File: config.mk
export PLATFORM = sky130hd
export DESIGN_NAME = turret_aim_ctrl_flat
export DESIGN_NICKNAME = d
export VERILOG_FILES = /design/src/rtl/turret_pkg.sv /design/src/rtl/turret_aim_ctrl_if.sv /design/src/rtl/turret_aim_ctrl_key_repeat_fsm.sv /design/src/rtl/turret_aim_ctrl.sv /design/src/flat_wrapper.sv
export SDC_FILE = /design/constraint.sdc
export NUM_CORES = 1
export LEC_CHECK = 0
export ABC_AREA = 1
export BUFFER_PORTS_ARGS = -buffer_cell sky130_fd_sc_hd__buf_2
export CAP_MARGIN = 20
export CORE_MARGIN = 2
export CORE_UTILIZATION = 43
export CTS_BUF_LIST = sky130_fd_sc_hd__clkbuf_8
export DETAILED_ROUTE_END_ITERATION = 10
export GPL_TIMING_DRIVEN = 0
export PLACE_DENSITY = 0.85
export SKIP_LAST_GASP = 1
export SYNTH_ARGS = -nofsm -noshare
export SYNTH_HDL_FRONTEND = slang
export SYNTH_SLANG_ARGS = --single-unit
File: constraint.sdc
create_clock -name clk_i -period 2.25 [get_ports clk_i]
set_input_delay 0.675 -clock clk_i [delete_from_list [all_inputs] [get_ports clk_i]]
set_output_delay 0.675 -clock clk_i [all_outputs]
set_load 0.005 [all_outputs]
File: src/rtl/turret_pkg.sv
// turret_pkg - shared types and constants for the turret aiming controller.
//
// Contents:
//   cmd_t             steering command decoded from the keycode (NONE, CCW, CW)
//   state_t           key auto-repeat FSM states (IDLE, PRESS, REPEAT)
//   aim_entry_t       one aiming table row: bullet motion override + spawn pixel
//   aim_table_t       full aiming table, always MAX_ANGLES rows deep
//   DEFAULT_AIM_TABLE nine-position table; rows 9..15 are unused and zero
//   decode_cmd()      keycode -> cmd_t helper
package turret_pkg;

    localparam int MAX_ANGLES = 16;

    typedef enum logic [1:0] {
        NONE = 2'd0,
        CCW  = 2'd1,
        CW   = 2'd2
    } cmd_t;

    typedef enum logic [1:0] {
        IDLE   = 2'd0,
        PRESS  = 2'd1,
        REPEAT = 2'd2
    } state_t;

    // Motion components are two's complement, spawn coordinates are pixels
    typedef struct packed {
        logic [9:0] motion_x;
        logic [9:0] motion_y;
        logic [9:0] spawn_x;
        logic [9:0] spawn_y;
    } aim_entry_t;

    typedef aim_entry_t [0:MAX_ANGLES-1] aim_table_t;

    localparam aim_table_t DEFAULT_AIM_TABLE = '{
        '{10'h000, 10'h3FF, 10'd558, 10'd422},
        '{10'h3FF, 10'h3FE, 10'd549, 10'd414},
        '{10'h3FF, 10'h3FF, 10'd550, 10'd415},
        '{10'h3FE, 10'h3FF, 10'd535, 10'd410},
        '{10'h3FF, 10'h000, 10'd510, 10'd420},
        '{10'h3FE, 10'h001, 10'd513, 10'd448},
        '{10'h3FF, 10'h001, 10'd514, 10'd453},
        '{10'h3FF, 10'h002, 10'd516, 10'd455},
        '{10'h000, 10'h001, 10'd545, 10'd458},
        '{10'h000, 10'h000, 10'd000, 10'd000},
        '{10'h000, 10'h000, 10'd000, 10'd000},
        '{10'h000, 10'h000, 10'd000, 10'd000},
        '{10'h000, 10'h000, 10'd000, 10'd000},
        '{10'h000, 10'h000, 10'd000, 10'd000},
        '{10'h000, 10'h000, 10'd000, 10'd000},
        '{10'h000, 10'h000, 10'd000, 10'd000}
    };

    // Any keycode that is neither steering key counts as no command
    function automatic cmd_t decode_cmd(input logic [7:0] keycode,
                                        input logic [7:0] key_ccw,
                                        input logic [7:0] key_cw);
        if (keycode == key_ccw) begin
            return CCW;
        end else if (keycode == key_cw) begin
            return CW;
        end
        return NONE;
    endfunction

endpackage

File: src/rtl/turret_aim_ctrl_if.sv
// turret_aim_ctrl_if - steering inputs and aiming outputs of turret_aim_ctrl.
//
// Signals:
//   keycode      8           current USB keycode
//   lock         1           1 = ignore all steering input
//   frame_tick   1           one-clock pulse per video frame
//   angle_idx    IDX_W       current angle index
//   angle_onehot NUM_ANGLES  one-hot decode of angle_idx
//   motion_x/y   10          bullet motion override (two's complement)
//   spawn_x/y    10          bullet spawn pixel
//   moved        1           one-cycle pulse when angle_idx changes
//
// Modports: master drives the steering inputs, slave is the controller.
interface turret_aim_ctrl_if #(
    parameter int NUM_ANGLES = 9
);
    localparam int IDX_W = $clog2(NUM_ANGLES);

    logic [7:0]            keycode;
    logic                  lock;
    logic                  frame_tick;
    logic [IDX_W-1:0]      angle_idx;
    logic [NUM_ANGLES-1:0] angle_onehot;
    logic [9:0]            motion_x;
    logic [9:0]            motion_y;
    logic [9:0]            spawn_x;
    logic [9:0]            spawn_y;
    logic                  moved;

    modport master (
        output keycode, lock, frame_tick,
        input  angle_idx, angle_onehot, motion_x, motion_y,
               spawn_x, spawn_y, moved
    );

    modport slave (
        input  keycode, lock, frame_tick,
        output angle_idx, angle_onehot, motion_x, motion_y,
               spawn_x, spawn_y, moved
    );

endinterface

File: src/rtl/turret_aim_ctrl_key_repeat_fsm.sv
// key_repeat_fsm - turns a held steering command into step requests.
//
// Ports:
//   clk_i         system clock
//   rst_ni        synchronous active-low reset
//   cmd_i         decoded steering command
//   frame_tick_i  one-clock pulse per video frame (paces auto-repeat)
//   lock_i        1 = hold FSM in IDLE, never request a step
//   step_req_o    request one index step this cycle
//   step_dir_o    direction of the requested step
//
// Build option TURRET_AUTOREPEAT_EN: when defined, PRESS and REPEAT count
// frame ticks and issue repeat steps; when undefined there is no counter and
// each press produces exactly one step.
module key_repeat_fsm
    import turret_pkg::*;
#(
    parameter int REPEAT_DLY  = 12,
    parameter int REPEAT_RATE = 4
) (
    input  logic clk_i,
    input  logic rst_ni,
    input  cmd_t cmd_i,
    input  logic frame_tick_i,
    input  logic lock_i,
    output logic step_req_o,
    output cmd_t step_dir_o
);

    state_t state_q, state_d;
    cmd_t   prev_cmd_q;
    logic   reversal;

`ifdef TURRET_AUTOREPEAT_EN
    localparam int MAX_CNT = (REPEAT_DLY > REPEAT_RATE) ? REPEAT_DLY : REPEAT_RATE;
    localparam int CNT_W   = $clog2(MAX_CNT + 1);

    logic [CNT_W-1:0] cnt_q, cnt_d, cnt_inc;

    assign cnt_inc = cnt_q + 1'b1;
`else
    logic unused_cfg;

    assign unused_cfg = frame_tick_i & (REPEAT_DLY != REPEAT_RATE);
`endif

    // A step always goes the way the key currently points
    assign step_dir_o = cmd_i;
    assign reversal   = (cmd_i != NONE) && (prev_cmd_q != NONE) && (cmd_i != prev_cmd_q);

    // State register; prev_cmd keeps following the key even while locked so
    // a key held through the lock does not fire on unlock
    always_ff @(posedge clk_i) begin
        if (!rst_ni) begin
            state_q    <= IDLE;
            prev_cmd_q <= NONE;
`ifdef TURRET_AUTOREPEAT_EN
            cnt_q      <= '0;
`endif
        end else begin
            state_q    <= state_d;
            prev_cmd_q <= cmd_i;
`ifdef TURRET_AUTOREPEAT_EN
            cnt_q      <= cnt_d;
`endif
        end
    end

    // Next state and step request; lock, release and reversal override the
    // per-state behaviour, and a reversal beats a coincident frame tick
    always_comb begin
        state_d    = state_q;
        step_req_o = 1'b0;
`ifdef TURRET_AUTOREPEAT_EN
        cnt_d      = cnt_q;
`endif
        if (lock_i || (cmd_i == NONE)) begin
            state_d = IDLE;
`ifdef TURRET_AUTOREPEAT_EN
            cnt_d   = '0;
`endif
        end else if (reversal) begin
            step_req_o = 1'b1;
            state_d    = PRESS;
`ifdef TURRET_AUTOREPEAT_EN
            cnt_d      = '0;
`endif
        end else begin
            case (state_q)
                IDLE: begin
                    if (cmd_i != prev_cmd_q) begin
                        step_req_o = 1'b1;
                        state_d    = PRESS;
`ifdef TURRET_AUTOREPEAT_EN
                        cnt_d      = '0;
`endif
                    end
                end
`ifdef TURRET_AUTOREPEAT_EN
                PRESS: begin
                    if (frame_tick_i) begin
                        if (cnt_inc == CNT_W'(REPEAT_DLY)) begin
                            step_req_o = 1'b1;
                            cnt_d      = '0;
                            state_d    = REPEAT;
                        end else begin
                            cnt_d = cnt_inc;
                        end
                    end
                end
                REPEAT: begin
                    if (frame_tick_i) begin
                        if (cnt_inc == CNT_W'(REPEAT_RATE)) begin
                            step_req_o = 1'b1;
                            cnt_d      = '0;
                        end else begin
                            cnt_d = cnt_inc;
                        end
                    end
                end
`else
                PRESS:   state_d = PRESS;
                REPEAT:  state_d = PRESS;
`endif
                default: state_d = IDLE;
            endcase
        end
    end

endmodule

File: src/rtl/turret_aim_ctrl.sv
// turret_aim_ctrl - steps a turret through a table of firing angles from
// keyboard keycodes and drives the bullet motion override and spawn point.
//
// Ports:
//   clk_i   system clock
//   rst_ni  synchronous active-low reset
//   bus     turret_aim_ctrl_if.slave (keycode, lock, frame_tick in;
//           angle_idx, angle_onehot, motion_x/y, spawn_x/y, moved out)
//
// Build option TURRET_AUTOREPEAT_EN enables frame-tick paced auto-repeat in
// key_repeat_fsm; without it every press gives exactly one step.
module turret_aim_ctrl
    import turret_pkg::*;
#(
    parameter int         NUM_ANGLES  = 9,
    parameter int         HOME_IDX    = 4,
    parameter logic [7:0] KEY_CCW     = 8'h52,
    parameter logic [7:0] KEY_CW      = 8'h51,
    parameter bit         WRAP        = 1'b0,
    parameter int         REPEAT_DLY  = 12,
    parameter int         REPEAT_RATE = 4,
    parameter aim_table_t AIM_TABLE   = DEFAULT_AIM_TABLE
) (
    input  logic              clk_i,
    input  logic              rst_ni,
    turret_aim_ctrl_if.slave  bus
);

    localparam int IDX_W = $clog2(NUM_ANGLES);
    localparam logic [IDX_W-1:0] LAST_IDX = IDX_W'(NUM_ANGLES - 1);

    cmd_t             cmd;
    cmd_t             step_dir;
    logic             step_req;
    logic [IDX_W-1:0] angle_idx_q, angle_idx_d;
    logic             moved_q, moved_d;
    aim_entry_t       entry;

    assign cmd = decode_cmd(bus.keycode, KEY_CCW, KEY_CW);

    key_repeat_fsm #(
        .REPEAT_DLY  (REPEAT_DLY),
        .REPEAT_RATE (REPEAT_RATE)
    ) u_fsm (
        .clk_i        (clk_i),
        .rst_ni       (rst_ni),
        .cmd_i        (cmd),
        .frame_tick_i (bus.frame_tick),
        .lock_i       (bus.lock),
        .step_req_o   (step_req),
        .step_dir_o   (step_dir)
    );

    // Apply a requested step; at the end stops the step either wraps or is
    // dropped, and moved only fires when the index really changes
    always_comb begin
        angle_idx_d = angle_idx_q;
        moved_d     = 1'b0;
        if (step_req) begin
            if (step_dir == CW) begin
                if (angle_idx_q != LAST_IDX) begin
                    angle_idx_d = angle_idx_q + 1'b1;
                    moved_d     = 1'b1;
                end else if (WRAP) begin
                    angle_idx_d = '0;
                    moved_d     = 1'b1;
                end
            end else if (step_dir == CCW) begin
                if (angle_idx_q != '0) begin
                    angle_idx_d = angle_idx_q - 1'b1;
                    moved_d     = 1'b1;
                end else if (WRAP) begin
                    angle_idx_d = LAST_IDX;
                    moved_d     = 1'b1;
                end
            end
        end
    end

    // Index and moved registers; reset returns straight to the home angle
    always_ff @(posedge clk_i) begin
        if (!rst_ni) begin
            angle_idx_q <= IDX_W'(HOME_IDX);
            moved_q     <= 1'b0;
        end else begin
            angle_idx_q <= angle_idx_d;
            moved_q     <= moved_d;
        end
    end

    // Table outputs follow the registered index with no extra latency
    assign entry            = AIM_TABLE[angle_idx_q];
    assign bus.angle_idx    = angle_idx_q;
    assign bus.angle_onehot = NUM_ANGLES'(1) << angle_idx_q;
    assign bus.motion_x     = entry.motion_x;
    assign bus.motion_y     = entry.motion_y;
    assign bus.spawn_x      = entry.spawn_x;
    assign bus.spawn_y      = entry.spawn_y;
    assign bus.moved        = moved_q;

endmodule

File: src/flat_wrapper.sv
// flat-port wrapper written by rule: the top's interface ports become plain ports
module turret_aim_ctrl_flat import turret_pkg::*;
#(
    parameter int         NUM_ANGLES  = 9,
    parameter int         HOME_IDX    = 4,
    parameter logic [7:0] KEY_CCW     = 8'h52,
    parameter logic [7:0] KEY_CW      = 8'h51,
    parameter bit         WRAP        = 1'b0,
    parameter int         REPEAT_DLY  = 12,
    parameter int         REPEAT_RATE = 4,
    parameter aim_table_t AIM_TABLE   = DEFAULT_AIM_TABLE
)
  (clk_i, rst_ni, bus_keycode, bus_lock, bus_frame_tick, bus_angle_idx, bus_angle_onehot, bus_motion_x, bus_motion_y, bus_spawn_x, bus_spawn_y, bus_moved);
  turret_aim_ctrl_if #(.NUM_ANGLES(NUM_ANGLES)) bus_i ();
  input  logic clk_i;
  input  logic rst_ni;
  input wire logic [$bits(bus_i.keycode)-1:0] bus_keycode;
  input wire logic [$bits(bus_i.lock)-1:0] bus_lock;
  input wire logic [$bits(bus_i.frame_tick)-1:0] bus_frame_tick;
  output wire logic [$bits(bus_i.angle_idx)-1:0] bus_angle_idx;
  output wire logic [$bits(bus_i.angle_onehot)-1:0] bus_angle_onehot;
  output wire logic [$bits(bus_i.motion_x)-1:0] bus_motion_x;
  output wire logic [$bits(bus_i.motion_y)-1:0] bus_motion_y;
  output wire logic [$bits(bus_i.spawn_x)-1:0] bus_spawn_x;
  output wire logic [$bits(bus_i.spawn_y)-1:0] bus_spawn_y;
  output wire logic [$bits(bus_i.moved)-1:0] bus_moved;
  assign bus_i.keycode = bus_keycode;
  assign bus_i.lock = bus_lock;
  assign bus_i.frame_tick = bus_frame_tick;
  assign bus_angle_idx = bus_i.angle_idx;
  assign bus_angle_onehot = bus_i.angle_onehot;
  assign bus_motion_x = bus_i.motion_x;
  assign bus_motion_y = bus_i.motion_y;
  assign bus_spawn_x = bus_i.spawn_x;
  assign bus_spawn_y = bus_i.spawn_y;
  assign bus_moved = bus_i.moved;
  turret_aim_ctrl #(.NUM_ANGLES(NUM_ANGLES), .HOME_IDX(HOME_IDX), .KEY_CCW(KEY_CCW), .KEY_CW(KEY_CW), .WRAP(WRAP), .REPEAT_DLY(REPEAT_DLY), .REPEAT_RATE(REPEAT_RATE), .AIM_TABLE(AIM_TABLE)) u_core (.clk_i(clk_i), .rst_ni(rst_ni), .bus(bus_i));
endmodule
==> implementation parameters <==
Parameter                              Value

Status
  Result of the run ... finished, final reports clean

Clocking
  TritonCTS clock tree ... built
  Buffer type at the clock tree root ... sky130_fd_sc_hd__clkbuf_8
  Clock latency of the later-clocked register in the worst-skew pair ... 0.23 ns
  CTS buffer count ... 3
  Number of H-tree branching levels ... 1
  Maximum count of clock buffers along a single path ... 2
  # hold bufs at CTS ... 0
  Number of sinks on the clock net ... 8
  Clock transition at the registers of the reported paths ... 0.04 ns

Pwr
  Combinational share of power ... 0.084
  Sw power ... 0.00007563 W
  Part of the total power dissipated in the clock network ... 0.509
  Static power due to leakage ... 0.8888 nW
  PwrDens ... 238.2 nW/um^2
  Post-layout total power ... about 0.00034 W
  Relative contribution of sequential cells to total power ... 0.407
  Largest voltage drop on the vdd net ... 0.2988 mV
  Switch share ... 0.2199
  Internal Dissipation ... approximately 0.00027 W

Yosys
  Mapped Avg Cell Area ... 6.304 um^2
  Number of flops mapped to enable cells by yosys ... 0
  Ys flop type ... sky130_fd_sc_hd__dfxtp_1
  Register area share after synthesis ... 0.1608
  Netlist area before placement ... 996.0 um^2
  Share of async-settable or async-resettable flops after synthesis ... 0
  Synthesis Warnings ... 0
  Synthesized flop and latch total ... 8
  Net count after synthesis ... 177
  Number of cells produced by synthesis ... 158
  Post-synth cell types ... 25

Place
  Count of port buffers added during placement ... 63
  Dpl hpwl ... 1961 um
  Worst slack at placement ... -0.1844 ns
  GPL Wtd Cong ... 0.8151

Finish
  Top library cells by usage in the layout, fill and taps aside ... sky130_fd_sc_hd__buf_2 (63), sky130_fd_sc_hd__nand2_1 (26), sky130_fd_sc_hd__nor2_1 (23), sky130_fd_sc_hd__buf_4 (22), sky130_fd_sc_hd__inv_1 (16)
  Total inserted antenna cells ... 0
  Fraction of final layout cells with drive strength greater than 1 ... 0.5333
  Commonest non-fill, non-tap cell in the layout ... sky130_fd_sc_hd__buf_2
  Area Overhead vs Synth ... 44.97%
  Total number of nets in the final design ... 246
  Utilization of the core after routing ... 0.6591

STA
  Period Utilization, post-route ... 0.9565
  Achievable frequency ... 464.7 MHz
  Setup tns final ... 0 ns
  Fin. Hold Viols ... 0
  Min Clock Period, post-route ... roughly 2.2 ns
  Worst Clk Skew ... 0.002897 ns
  Minimum setup slack in the final design ... about 0.098 ns
  Max-slew violation total from the final report ... 0
  Final count of negative-setup-slack endpoints ... 0

Routing
  Number of remaining DRC errors ... 0
  Initial detailed-routing violation count ... 14
  Total number of vias ... between 1000 and 1500
  Final routed wirelength across all metal layers ... 2382 um
  Routed WL per cell ... 9.415 um
  Ratio of routed vias to standard cells ... approximately 4.6
  First-pass DRT Iterations ... 4
  Number of antenna-violating nets in the routed design ... 0

Setup path
  Sort of element at the start of the critical path ... flop
  Endpoint class of the critical path ... primary output
  Data arrival, critical path ... 1.48 ns
  Maximum fanout encountered on the critical timing path ... 6
  Kind of critical path ... flop to primary output
  Required time of the critical path ... 1.57 ns

Die
  Number of I/O pins ... between 60 and 70
  Die extent in y ... 52.13 um
  Full die area ... 2717 um^2
  Horizontal die dimension ... roughly 52 um
  FP Rows ... 17
  Core Footprint ... 2191 um^2
  Initial cell density of the core ... 0.4546

GRT
  Global router's overall resource usage ... 0.1831
  Wire length of the first global-routing pass ... 3712 um
  Via count of the first global-routing pass ... about 930
  Number of antenna violations at the first check in global routing ... 0
  Overall overflow remaining after global route ... 0
  Largest net degree at the start of global routing ... 11

Job
  Maximum capacitance violations ... 0

Worst hold path
  Hold Path Class ... flop to flop
-- cells by family (layout without fill, tap and decap cells) --
kind of cell / count (synthesis) / after routing / share of synthesized area
AO/OA/AOI/OAI: 14 / 14 / 0.07412
buffers and inverters: 48 / 115 / 0.2600
AND/OR/NAND/NOR: 79 / 79 / 0.3970
flip-flops: 8 / 8 / 0.1608
XOR/XNOR: 1 / 1 / 0.008796
adder cells (fa/ha/maj): 7 / 7 / 0.09548
other: 1 / 1 / 0.003765
-- synth_stat cells, types with 2 or more instances --
library cell              number  area share
sky130_fd_sc_hd__nor2_4        2       0.023
sky130_fd_sc_hd__nand2_2       6       0.038
sky130_fd_sc_hd__nor2_2        2       0.013
sky130_fd_sc_hd__nor2_1       25       0.094
sky130_fd_sc_hd__ha_1          6       0.075
sky130_fd_sc_hd__inv_1        19       0.072
sky130_fd_sc_hd__nand4_1       2       0.013
sky130_fd_sc_hd__o21ai_0       5       0.025
sky130_fd_sc_hd__nand3_1      10       0.050
sky130_fd_sc_hd__dfxtp_1       8        0.16
sky130_fd_sc_hd__o22ai_1       2       0.013
sky130_fd_sc_hd__inv_2         5       0.019
sky130_fd_sc_hd__nand2_4       4       0.045
sky130_fd_sc_hd__o21ai_1       4       0.020
sky130_fd_sc_hd__nand2_1      27        0.10
sky130_fd_sc_hd__buf_4        21        0.16
sky130_fd_sc_hd__a21oi_1       2       0.010
-- worst max-delay path, cell delays in order (launching register included) --
cell	delay, ns
sky130_fd_sc_hd__dfxtp_4	0.37
sky130_fd_sc_hd__inv_6	0.08
sky130_fd_sc_hd__ha_4	0.16
sky130_fd_sc_hd__inv_2	0.07
sky130_fd_sc_hd__nor2_4	0.17
sky130_fd_sc_hd__inv_2	0.07
sky130_fd_sc_hd__nand2_2	0.08
sky130_fd_sc_hd__nand2_1	0.05
sky130_fd_sc_hd__o21ai_1	0.07
sky130_fd_sc_hd__buf_2	0.12
-- metal layers --
| layer | vias up | wire length (um) | GRT usage |
|---|---|---|---|
| li1 | 597 | - | - |
| met1 | 510 | 953 | 0.1916 |
| met2 | 49 | 1140 | 0.3460 |
| met3 | 2 | 260 | 0.03736 |
| met4 | 0 | 27 | 0.07895 |
| met5 | - | 0 | 0 |
-- per-stage QoR --
step / area, um^2 / std cells / hold slack (ns)
after floorplan: 996.0 / 158 / 0.4313
after global placement: 1346 / 249 / 0.4536
after detailed placement: 1346 / 249 / 0.4583
after CTS: 1420 / 252 / 0.4711
after global routing: 1444 / 253 / 0.4866
final: 1444 / 253 / 0.4739
-- repair_timing --
action	CTS	global route
pin swaps	0	1
buffers inserted	0	1
endpoints found under the setup margin	28	25
gates resized for setup	11	9
-- registers in the layout, indices dropped and copies added, names as in the netlist --
signal	cells
u_core.bus.angle_idx	4
u_core.bus.moved	1
u_core.u_fsm.state_q	1
u_core.u_fsm.prev_cmd_q	2
-- path summary, 6_finish.rpt --
check	start	cells after the start	to	slack, ns
worst min-delay path	u_core.u_fsm.state_q[0]$_SDFFE_PP0P_	2	u_core.u_fsm.state_q[0]$_SDFFE_PP0P_	0.47
worst max register to register	u_core.bus.angle_idx[0]$_SDFFE_PN0P_	12	u_core.bus.angle_idx[1]$_SDFFE_PN0P_	0.65
worst max-delay path	u_core.bus.angle_idx[0]$_SDFFE_PN0P_	9	bus_spawn_x[0]	0.1
worst min register to register	u_core.u_fsm.state_q[0]$_SDFFE_PP0P_	2	u_core.u_fsm.state_q[0]$_SDFFE_PP0P_	0.47
-- layout make-up --
class                      instances  area (um^2)
inverter                          25        101.3
multi-input combinational        102        606.8
tap                               28        35.03
buffer                            23        167.7
clock buffer                       3        41.29
fill                             209        747.0
sequential                         8        168.9
timing repair buffer              64        322.8
-- power groups by stage --
stage	Combinational (W)	Sequential [W]	Clock [W]
floorplan	0.0000173	0.000145	0
global placement	0.0000285	0.000145	0
detailed placement	0.0000291	0.000145	0
CTS	0.0000291	0.000142	0.000180
global route	0.0000329	0.000140	0.000190
finish	0.0000288	0.000140	0.000175
(Power assumes the default switching activity.)
